==> config.mk <==
export PLATFORM = sky130hd
export DESIGN_NAME = i2c_gyro_target
export DESIGN_NICKNAME = d
export VERILOG_FILES = /design/src/rtl/i2c_gyro_target.sv
export SDC_FILE = /design/constraint.sdc
export NUM_CORES = 1
export LEC_CHECK = 0
export BUFFER_PORTS_ARGS = -buffer_cell sky130_fd_sc_hd__clkbuf_2
export CORE_ASPECT_RATIO = 0.7
export CORE_MARGIN = 4
export CORE_UTILIZATION = 45
export CTS_CLUSTER_DIAMETER = 40
export DETAILED_ROUTE_END_ITERATION = 10
export GPL_TIMING_DRIVEN = 1
export SYNTH_ARGS = -nofsm -noshare
export SYNTH_HDL_FRONTEND = slang
export SYNTH_SLANG_ARGS = --single-unit
==> constraint.sdc <==
create_clock -name clk -period 3.35 [get_ports clk]
set_input_delay 0.67 -clock clk [delete_from_list [all_inputs] [get_ports clk]]
set_output_delay 0.67 -clock clk [all_outputs]
set_load 0.02 [all_outputs]
==> src/rtl/i2c_gyro_target.sv <==
// rtl/i2c_gyro_target.sv - MPU6050-subset I2C target with shadowed gyro burst reads and data-ready interrupt
// Optional I2C_TGT_GLITCH_FILTER_EN: accept SCL/SDA levels only after 3 stable samples.
module i2c_gyro_target #(
    parameter logic [6:0] SLAVE_ADDR       = 7'h68,
    parameter logic [7:0] WHO_AM_I_VAL     = 8'h68,
    parameter int         INT_PULSE_CYCLES = 2500
) (
    input  logic               clk,
    input  logic               rst,
    input  logic               scl_i,
    input  logic               sda_i,
    output logic               sda_o,
    input  logic signed [15:0] gyro_x,
    input  logic signed [15:0] gyro_y,
    input  logic signed [15:0] gyro_z,
    input  logic               sample_valid,
    output logic               int_o,
    output logic [7:0]         gyro_config,
    output logic [7:0]         int_pin_cfg,
    output logic [7:0]         int_enable,
    output logic [7:0]         pwr_mgmt_1,
    output logic               busy
);
    localparam int PW = $clog2(INT_PULSE_CYCLES + 1);

    localparam logic [7:0] A_GYRO_CONFIG = 8'd27;
    localparam logic [7:0] A_INT_PIN_CFG = 8'd55;
    localparam logic [7:0] A_INT_ENABLE  = 8'd56;
    localparam logic [7:0] A_INT_STATUS  = 8'd58;
    localparam logic [7:0] A_PWR_MGMT_1  = 8'd107;
    localparam logic [7:0] A_WHO_AM_I    = 8'd117;

    typedef enum logic [3:0] {
        ST_IDLE, ST_ADDR, ST_ADDR_ACK, ST_REG, ST_REG_ACK,
        ST_WDATA, ST_WDATA_ACK, ST_RDATA, ST_RACK, ST_IGNORE
    } state_t;

    logic [1:0] scl_sync_q, sda_sync_q;
    logic       scl_lvl, sda_lvl;
    logic       scl_prev_q, sda_prev_q;
    logic       scl_rise, scl_fall, start_c, stop_c;

    state_t     state_q, state_d;
    logic [3:0] cnt_q, cnt_d;
    logic [7:0] shift_q, shift_d;
    logic [7:0] ptr_q, ptr_d;
    logic       rw_q, rw_d;
    logic       sda_q, sda_d;
    logic       mack_q, mack_d;

    logic       reg_wr, shadow_ld, rd_ack_clr, rd58_clr;
    logic [7:0] rd_byte;
    logic [2:0] bit_idx;

    logic [7:0]    gyro_config_q, int_pin_cfg_q, int_enable_q, pwr_mgmt_1_q;
    logic          int_status_q;
    logic [47:0]   live_q, shadow_q;
    logic [PW-1:0] pulse_q;
    logic          int_set, int_clr;

    always_ff @(posedge clk or negedge rst) begin
        if (!rst) begin
            scl_sync_q <= 2'b11;
            sda_sync_q <= 2'b11;
        end else begin
            scl_sync_q <= {scl_sync_q[0], scl_i};
            sda_sync_q <= {sda_sync_q[0], sda_i};
        end
    end

`ifdef I2C_TGT_GLITCH_FILTER_EN
    logic [1:0] scl_hist_q, sda_hist_q;
    logic       scl_filt_q, sda_filt_q;

    // A new level is taken once the current sample and the two before it agree.
    assign scl_lvl = (scl_sync_q[1] == scl_hist_q[0] && scl_sync_q[1] == scl_hist_q[1])
                     ? scl_sync_q[1] : scl_filt_q;
    assign sda_lvl = (sda_sync_q[1] == sda_hist_q[0] && sda_sync_q[1] == sda_hist_q[1])
                     ? sda_sync_q[1] : sda_filt_q;

    always_ff @(posedge clk or negedge rst) begin
        if (!rst) begin
            scl_hist_q <= 2'b11;
            sda_hist_q <= 2'b11;
            scl_filt_q <= 1'b1;
            sda_filt_q <= 1'b1;
        end else begin
            scl_hist_q <= {scl_hist_q[0], scl_sync_q[1]};
            sda_hist_q <= {sda_hist_q[0], sda_sync_q[1]};
            scl_filt_q <= scl_lvl;
            sda_filt_q <= sda_lvl;
        end
    end
`else
    assign scl_lvl = scl_sync_q[1];
    assign sda_lvl = sda_sync_q[1];
`endif

    always_ff @(posedge clk or negedge rst) begin
        if (!rst) begin
            scl_prev_q <= 1'b1;
            sda_prev_q <= 1'b1;
        end else begin
            scl_prev_q <= scl_lvl;
            sda_prev_q <= sda_lvl;
        end
    end

    assign scl_rise = scl_lvl & ~scl_prev_q;
    assign scl_fall = ~scl_lvl & scl_prev_q;
    assign start_c  = scl_lvl & scl_prev_q & ~sda_lvl & sda_prev_q;
    assign stop_c   = scl_lvl & scl_prev_q & sda_lvl & ~sda_prev_q;
    assign bit_idx  = ~cnt_q[2:0];

    always_comb begin
        rd_byte = 8'h00;
        case (ptr_q)
            A_GYRO_CONFIG: rd_byte = gyro_config_q;
            A_INT_PIN_CFG: rd_byte = int_pin_cfg_q;
            A_INT_ENABLE:  rd_byte = int_enable_q;
            A_INT_STATUS:  rd_byte = {7'd0, int_status_q};
            A_PWR_MGMT_1:  rd_byte = pwr_mgmt_1_q;
            A_WHO_AM_I:    rd_byte = WHO_AM_I_VAL;
            8'd67:         rd_byte = shadow_q[47:40];
            8'd68:         rd_byte = shadow_q[39:32];
            8'd69:         rd_byte = shadow_q[31:24];
            8'd70:         rd_byte = shadow_q[23:16];
            8'd71:         rd_byte = shadow_q[15:8];
            8'd72:         rd_byte = shadow_q[7:0];
            default:       rd_byte = 8'h00;
        endcase
    end

    always_ff @(posedge clk or negedge rst) begin
        if (!rst) begin
            state_q <= ST_IDLE;
            cnt_q   <= '0;
            shift_q <= '0;
            ptr_q   <= '0;
            rw_q    <= 1'b0;
            sda_q   <= 1'b1;
            mack_q  <= 1'b1;
        end else begin
            state_q <= state_d;
            cnt_q   <= cnt_d;
            shift_q <= shift_d;
            ptr_q   <= ptr_d;
            rw_q    <= rw_d;
            sda_q   <= sda_d;
            mack_q  <= mack_d;
        end
    end

    // sda_d only moves on an SCL fall, so SDA never changes while SCL is high.
    always_comb begin
        state_d    = state_q;
        cnt_d      = cnt_q;
        shift_d    = shift_q;
        ptr_d      = ptr_q;
        rw_d       = rw_q;
        sda_d      = sda_q;
        mack_d     = mack_q;
        reg_wr     = 1'b0;
        shadow_ld  = 1'b0;
        rd_ack_clr = 1'b0;
        rd58_clr   = 1'b0;
        if (start_c) begin
            state_d = ST_ADDR;
            cnt_d   = '0;
            sda_d   = 1'b1;
        end else if (stop_c) begin
            state_d = ST_IDLE;
            sda_d   = 1'b1;
        end else begin
            case (state_q)
                ST_ADDR, ST_REG, ST_WDATA: begin
                    if (scl_rise) begin
                        shift_d = {shift_q[6:0], sda_lvl};
                        cnt_d   = cnt_q + 4'd1;
                    end else if (scl_fall && cnt_q == 4'd8) begin
                        cnt_d = '0;
                        if (state_q == ST_ADDR) begin
                            if (shift_q[7:1] == SLAVE_ADDR) begin
                                state_d   = ST_ADDR_ACK;
                                sda_d     = 1'b0;
                                rw_d      = shift_q[0];
                                shadow_ld = shift_q[0];
                            end else begin
                                state_d = ST_IGNORE;
                            end
                        end else if (state_q == ST_REG) begin
                            ptr_d   = shift_q;
                            state_d = ST_REG_ACK;
                            sda_d   = 1'b0;
                        end else begin
                            reg_wr  = 1'b1;
                            ptr_d   = ptr_q + 8'd1;
                            state_d = ST_WDATA_ACK;
                            sda_d   = 1'b0;
                        end
                    end
                end
                ST_ADDR_ACK: begin
                    if (scl_fall) begin
                        if (rw_q) begin
                            state_d = ST_RDATA;
                            sda_d   = rd_byte[7];
                        end else begin
                            state_d = ST_REG;
                            sda_d   = 1'b1;
                        end
                    end
                end
                ST_REG_ACK, ST_WDATA_ACK: begin
                    if (scl_fall) begin
                        state_d = ST_WDATA;
                        sda_d   = 1'b1;
                    end
                end
                ST_RDATA: begin
                    if (scl_rise) begin
                        cnt_d = cnt_q + 4'd1;
                    end else if (scl_fall) begin
                        if (cnt_q == 4'd8) begin
                            cnt_d    = '0;
                            sda_d    = 1'b1;
                            state_d  = ST_RACK;
                            ptr_d    = ptr_q + 8'd1;
                            rd58_clr = (ptr_q == A_INT_STATUS);
                        end else begin
                            sda_d = rd_byte[bit_idx];
                        end
                    end
                end
                ST_RACK: begin
                    if (scl_rise) begin
                        mack_d     = sda_lvl;
                        rd_ack_clr = ~sda_lvl;
                    end else if (scl_fall) begin
                        if (!mack_q) begin
                            state_d = ST_RDATA;
                            sda_d   = rd_byte[7];
                        end else begin
                            state_d = ST_IGNORE;
                        end
                    end
                end
                default: ;
            endcase
        end
    end

    assign int_set = sample_valid & int_enable_q[0];
    assign int_clr = int_pin_cfg_q[4] ? rd_ack_clr : rd58_clr;

    always_ff @(posedge clk or negedge rst) begin
        if (!rst) begin
            gyro_config_q <= 8'h00;
            int_pin_cfg_q <= 8'h00;
            int_enable_q  <= 8'h00;
            pwr_mgmt_1_q  <= 8'h40;
            int_status_q  <= 1'b0;
            live_q        <= '0;
            shadow_q      <= '0;
            pulse_q       <= '0;
        end else begin
            if (reg_wr) begin
                case (ptr_q)
                    A_GYRO_CONFIG: gyro_config_q <= shift_q;
                    A_INT_PIN_CFG: int_pin_cfg_q <= shift_q;
                    A_INT_ENABLE:  int_enable_q  <= shift_q;
                    A_PWR_MGMT_1:  pwr_mgmt_1_q  <= shift_q;
                    default: ;
                endcase
            end
            if (sample_valid) begin
                live_q <= {gyro_x, gyro_y, gyro_z};
            end
            // A burst reads the snapshot taken at its read address, never the live bank.
            if (shadow_ld) begin
                shadow_q <= live_q;
            end
            int_status_q <= int_set | (int_status_q & ~int_clr);
            if (int_set) begin
                pulse_q <= PW'(INT_PULSE_CYCLES);
            end else if (pulse_q != '0) begin
                pulse_q <= pulse_q - PW'(1);
            end
        end
    end

    assign sda_o       = sda_q;
    assign busy        = (state_q != ST_IDLE);
    assign int_o       = int_pin_cfg_q[5] ? int_status_q : (pulse_q != '0);
    assign gyro_config = gyro_config_q;
    assign int_pin_cfg = int_pin_cfg_q;
    assign int_enable  = int_enable_q;
    assign pwr_mgmt_1  = pwr_mgmt_1_q;
endmodule
==> summary.md, run 1 <==
| Metric | Value |
|---|---|
| Status | `complete, no violations` |
| Register area share after synthesis | `53.7%` |
| Vias in the first global route | `5,884` |
| Post-route ant nets | `0` |
| Tightest hold margin | `0.223 ns` |
| Net Sw Power | `1.58 mW` |
| Post-route clock period utilization | `96.9%` |
| Footprint of the multi-input gates | `0.00356 sq mm` |
| Die width | `169 um` |
| Gr usage total | `21.5%` |
| Routed via count | `5,864` |
| Max_cap viols | `0` |
| RSZ-0062 raised after global routing | `no` |
| Post-CTS setup buffers | `0` |
| Top-count cell post-synth | `dfrtp_1` |
| RePlAce Congestion | `0.942` |
| Yosys top cell area share | `50.8%` |
| Peak VDD IR | `0.291 mV` |
| Max Freq | `308 MHz` |
| Final setup viols | `0` |
| Worst Path Max Fanout | `6` |
| Total negative slack | `0 ns` |
| Req. time, crit path | `2.68 ns` |
| First-pass GRT wire length | `34,000 um` |
| Setup Skew | `0.0125 ns` |
| Synth async-reset ratio | `100%` |
| Residual DRC count | `0` |
| Syn Inst Count | `678` |
| Worst setup EP type | `primary output` |
| Synth cell count leaders | `dfrtp_1, mux2_2, a21oi_1, nand2_1, nor2_1` |
| Switching share of power | `30.0%` |
| Avg Inst Size Synth | `12.0 sq um` |
| Syn_nets | `741` |
| WL/cell | `21.0 um` |
| Cell Area, Synth | `0.00813 sq mm` |
| Pint | `3.68 mW` |
| Routed wire length | `21,300 um` |
| Synth area leader | `dfrtp_1` |
| Most used DFF post-synth | `dfrtp_1` |
| Pleak | `4.39 nW` |
| Effective utilization at floorplan | `46.7%` |
| Critical path class | `register to primary output` |
| Clk Latency, worst-skew pair | `0.43 ns` |
| CTS Buf Count | `17` |
| IO Count | `88` |
| Fin crit period | `3.25 ns` |
| Slew HR | `49.5%` |
| GR Layer Usage met2 | `30.8%` |
| Ant. Diodes | `0` |
| Clock transition at path regs | `0.07 ns` |
| DP HPWL | `15,500 um` |
| Drt first pass iters | `5` |
| # placed instances | `980` |
| GR peak layer | `met1` |
| Slowest stage delay, CP | `0.50 ns` |
| Die height | `120 um` |
| EDFF count, synth | `0` |
| #FFs+latches synth | `174` |
| Clock Power Share | `38.0%` |
| I/O Buffers | `87` |
| Largest net degree at the start of global routing | `76` |
| Post-route setup slack | `0.103 ns` |
| Aggregate global routing overflow | `0` |
| Initial antenna violation count | `0` |
| CTS H-tree depth | `4` |
| Ratio of cells with drive above 1 in the final layout | `38.3%` |
| M1 GR Usage | `32.7%` |
| Root Buffer | `clkbuf_16` |
| Via density | `5.79` |
| Final instance area | `0.00950 sq mm` |
| Std-Cell Rows | `40` |
| Clock Sinks | `174` |
| Critical Path AT | `2.58 ns` |
| Final Max Slew Viols | `0` |
| Synth unique cells | `69` |
| Flop pwr share | `46.6%` |
| Hold crit path type | `input port to asynchronous set/reset pin` |
| Cell Count, Final, Fillers Out | `1,012` |
| Top cells by area, synth | `dfrtp_1, mux2_2, dfstp_2` |
| Nets | `831` |
| Power Dens Cells | `553 mW/mm^2` |
| Tightest Pin Transition | `0.751 ns` |
| Max Root-Sink Buffers | `2` |
| Die area | `0.0203 sq mm` |
| # hold bufs at CTS | `0` |
| Startpoint types | `register` |
| CTS tree | `yes` |
| Comb pwr share | `15.4%` |
| Filler cells | `1,471` |
| Core area | `0.0174 sq mm` |
| Setup WS pre-CTS | `0.341 ns` |
| Yosys Warn Count | `0` |
| Iter 0 DRT Violations | `676` |
| FF+latch area | `0.00437 sq mm` |
| Worst-path cell chain | `or3_1 -> nor2_4 -> nand2_1 -> or4_4 -> mux2_2 -> clkbuf_2` |
| Final Hold Vio Count | `0` |
| Placed cell area | `0.00888 sq mm` |
| Met3 usage | `5.20%` |
| Area grow syn2layout | `16.8%` |
| CP max-delay cell | `or4_4` |
[power by group through the flow]
stage	logic, mW	registers, mW	clock network [mW]
2_1_floorplan	0.573	2.38	0
3_3_place_gp	0.784	2.48	0
3_5_place_dp	0.795	2.49	0
4_1_cts	0.800	2.45	2.04
5_1_grt	0.901	2.48	2.13
6_report	0.807	2.45	2.00
[worst paths after layout]
check                                        start                    endpoint  slack, ns  cells past startpoint
max in group asynchronous                      rst           sda_o$_DFFE_PN1P_       2.28                      2
hold reg to reg            sda_sync_q[0]$_DFF_PN1_     sda_sync_q[1]$_DFF_PN1_       0.36                      0
setup reg to reg              cnt_q[0]$_DFFE_PN0P_  gyro_config[4]$_DFFE_PN0P_       0.33                      9
hold / removal                                 rst    shadow_q[42]$_DFFE_PN0P_       0.22                      1
min in group clk                             sda_i     sda_sync_q[0]$_DFF_PN1_       0.32                      1
setup / recovery            pulse_q[3]$_DFFE_PN0P_                       int_o       0.10                      6
[sequential cells by signal, summed over array words and instances (netlist names), 8 cells and up]
name / flops
gyro_config: 8
int_enable: 8
int_pin_cfg: 8
live_q: 48
ptr_q: 8
pulse_q: 12
pwr_mgmt_1: 8
shadow_q: 48
shift_q: 8
[what timing repair did]
item	in CTS	in global routing
gates cloned	0	0
gates resized for setup	2	1
endpoints found under the setup margin	1	1
[area by class of cell]
| class | instances | share of cell area [%] |
|---|---|---|
| sequential | 174 | 46.0 |
| clock inverter | 13 | 1.63 |
| clock buffer | 19 | 4.77 |
| multi-input combinational | 451 | 37.5 |
| inverter | 14 | 0.553 |
| timing repair buffer | 110 | 6.60 |
| tap | 231 | 3.04 |
[per-stage QoR]
step	utilization, %	power (mW)
2_1_floorplan	-	2.96
3_3_place_gp	51.0	3.27
3_5_place_dp	51.0	3.29
4_1_cts	54.5	5.29
5_1_grt	54.5	5.50
6_report	54.5	5.26
[metal layers]
| layer | vias to the layer above | share of wire, % |
|---|---|---|
| li1 | 2699 | - |
| met1 | 2945 | 49 |
| met2 | 194 | 43 |
| met3 | 26 | 6.5 |
| met4 | 0 | 1.2 |
| met5 | - | 0 |
[cells in the final DEF, fill, tap and decap left out, types with 14 or more instances in the layout]
cell       Yosys  final
nor2_1        31     30
clkbuf_2       0     86
buf_4          1     22
clkbuf_16      0     17
mux2_2       136    136
dfrtp_1      165    165
inv_1         14     14
nand2_1       32     32
nand3_1       21     21
a21oi_1       33     33
o21ai_0       24     24
[cells by family after synthesis]
| logic type | share of synthesized area (%) |
|---|---|
| adder cells (fa/ha/maj) | 1.54 |
| multiplexers | 19.2 |
| flip-flops | 53.7 |
| AO/OA/AOI/OAI | 10.6 |
| AND/OR/NAND/NOR | 11.5 |
| buffers and inverters | 2.71 |
| XOR/XNOR | 0.754 |
[critical path, delay by kind of cell, from the launching register on]
| family | cells | cell delay, ns |
|---|---|---|
| simple gates | 4 | 1.28 |
| flops | 1 | 0.41 |
| buf+inv | 1 | 0.16 |
| mux | 1 | 0.30 |
(Power assumes the default switching activity.)
==> inputs of run 2 (changes only) <==
Clock period 3.35 ns to 3.63 ns, I/O delays scaled along.
==> summary.md, run 2 (synthesized netlist as in run 1, its figures left out) <==
| Metric | Value |
|---|---|
| Hold crit path type | `input port to asynchronous set/reset pin` |
| Most frequent cells in the layout | `dfrtp_1, mux2_2, clkbuf_2, a21oi_1, nand2_1` |
| Reg2reg end | `gyro_config[4]$_DFFE_PN0P_` |
| Clock Sinks | `174` |
| Nets | `826` |
| I/O Buffers | `87` |
| Die height | `120 um` |
| Fin crit period | `3.46 ns` |
| Ratio of cells with drive above 1 in the final layout | `37.6%` |
| Cell Count, Final, Fillers Out | `1,007` |
| R2R setup slack | `0.47 ns` |
| Peak VDD IR | `0.230 mV` |
| CTS tree | `yes` |
| Final setup viols | `0` |
| Register-to-Register Path Depth | `10` |
| Placed cell area | `0.00884 sq mm` |
| Effective utilization at floorplan | `46.7%` |
| Startpoint types | `register` |
| First-pass GRT wire length | `33,900 um` |
| CTS H-tree depth | `4` |
| Ant. Diodes | `0` |
| Commonest non-fill, non-tap cell in the layout | `dfrtp_1` |
| Setup Skew | `0.0110 ns` |
| Final Hold Vio Count | `0` |
| Final Max Slew Viols | `0` |
| CP max-delay cell | `or4_1` |
| WL/cell | `21.1 um` |
| Routed via count | `5,976` |
| # hold bufs at CTS | `0` |
| Filler cells | `1,485` |
| Final instance area | `0.00946 sq mm` |
| Vias in the first global route | `6,053` |
| Die width | `169 um` |
| Largest net degree at the start of global routing | `66` |
| CP Depth | `6` |
| Biggest regs | `live_q x48, shadow_q x48, pulse_q x12` |
| CP Buf/Inv Count | `1` |
| Reg2reg start | `cnt_q[0]$_DFFE_PN0P_` |
| # placed instances | `975` |
| Area grow syn2layout | `16.3%` |
| Core area | `0.0174 sq mm` |
| Slowest stage delay, CP | `0.54 ns` |
| Max_cap viols | `0` |
| Aggregate global routing overflow | `0` |
| Clk Latency, worst-skew pair | `0.44 ns` |
| Slew HR | `14.6%` |
| Pleak | `4.37 nW` |
| Root Buffer | `clkbuf_16` |
| Max Root-Sink Buffers | `2` |
| Post-CTS setup buffers | `0` |
| Iter 0 DRT Violations | `606` |
| Total negative slack | `0 ns` |
| Clock transition at path regs | `0.08 ns` |
| Worst setup EP type | `primary output` |
| Residual DRC count | `0` |
| Std-Cell Rows | `40` |
| Power Dens Cells | `516 mW/mm^2` |
| Crit path max-delay family | `simple AND/OR/NAND/NOR gates` |
| Worst Path Max Fanout | `6` |
| Status | `complete, no violations` |
| DP HPWL | `15,200 um` |
| Critical Path AT | `2.73 ns` |
| Fin util | `54.3%` |
| Die area | `0.0203 sq mm` |
| RePlAce Congestion | `0.955` |
| Post-CTS sizing | `0` |
| Initial antenna violation count | `0` |
| Routed wire length | `21,200 um` |
| RSZ-0062 raised after global routing | `no` |
| Max Freq | `289 MHz` |
| Critical Path Start | `pulse_q[3]$_DFFE_PN0P_` |
| Drt first pass iters | `6` |
| IO Count | `88` |
| Tightest Pin Transition | `1.28 ns` |
| Tot Pwr | `4.88 mW` |
| Gr usage total | `21.4%` |
| Worst-path cell chain | `or3_1 -> nor2_1 -> nand2_1 -> or4_1 -> mux2_2 -> clkbuf_2` |
| Req. time, crit path | `2.90 ns` |
| CTS Buf Count | `17` |
| Post-route ant nets | `0` |
| Post-route clock period utilization | `95.2%` |
| Via density | `5.93` |
| Critical path class | `register to primary output` |
-- run 2: cell type report --
class / count / area, sq um / share of cell area, %
Clock buffer: 17 / 425 / 4.50
Clock inverter: 15 / 190 / 2.01
Inverter: 14 / 52.6 / 0.556
Multi-Input combinational cell: 451 / 3550 / 37.5
Sequential cell: 174 / 4370 / 46.2
Tap cell: 231 / 289 / 3.06
Timing Repair Buffer: 105 / 589 / 6.23
-- run 2: per-stage QoR --
step                hold slack, ns  worst slack, ns
detailed placement           0.352            0.626
floorplan                    0.345            0.920
finish                       0.274            0.173
global placement             0.346            0.734
CTS                          0.295            0.175
global route                 0.319          0.00586
-- run 2: worst max-delay path by stage --
stage / end / slack, ns
2_1_floorplan: int_o / 0.92
3_3_place_gp: int_o / 0.73
3_5_place_dp: gyro_config[4]$_DFFE_PN0P_ / 0.63
4_1_cts: int_o / 0.18
5_1_grt: int_o / 0.006
6_report: int_o / 0.17
-- run 2: metal layers --
metal	global-route usage, %	wire length, um	up-vias
met3	5.46	1600	26
met2	30.6	9030	259
met1	32.5	10200	3006
li1	-	-	2685
met4	5.17	321	0
met5	0	0	-
-- run 2: power breakdown --
part / total, mW / internal, mW / switching [mW] / leakage, nW
Sequential: 2.29 / 2.07 / 0.223 / 2.23
Combinational: 0.703 / 0.304 / 0.399 / 1.84
Clock: 1.88 / 0.998 / 0.885 / 0.302
Total: 4.88 / 3.37 / 1.51 / 4.37
-- run 2: worst reg2reg max path, cell delays in order, from the launching register on --
cell and delay (ns):
dfrtp_1 0.46, inv_1 0.19, ha_1 0.19, nand3b_1 0.20
nor3b_1 0.33, nor2b_1 0.25, nand2_1 0.16, nor3b_1 0.30
buf_4 0.18, and2_1 0.39, mux2_2 0.39
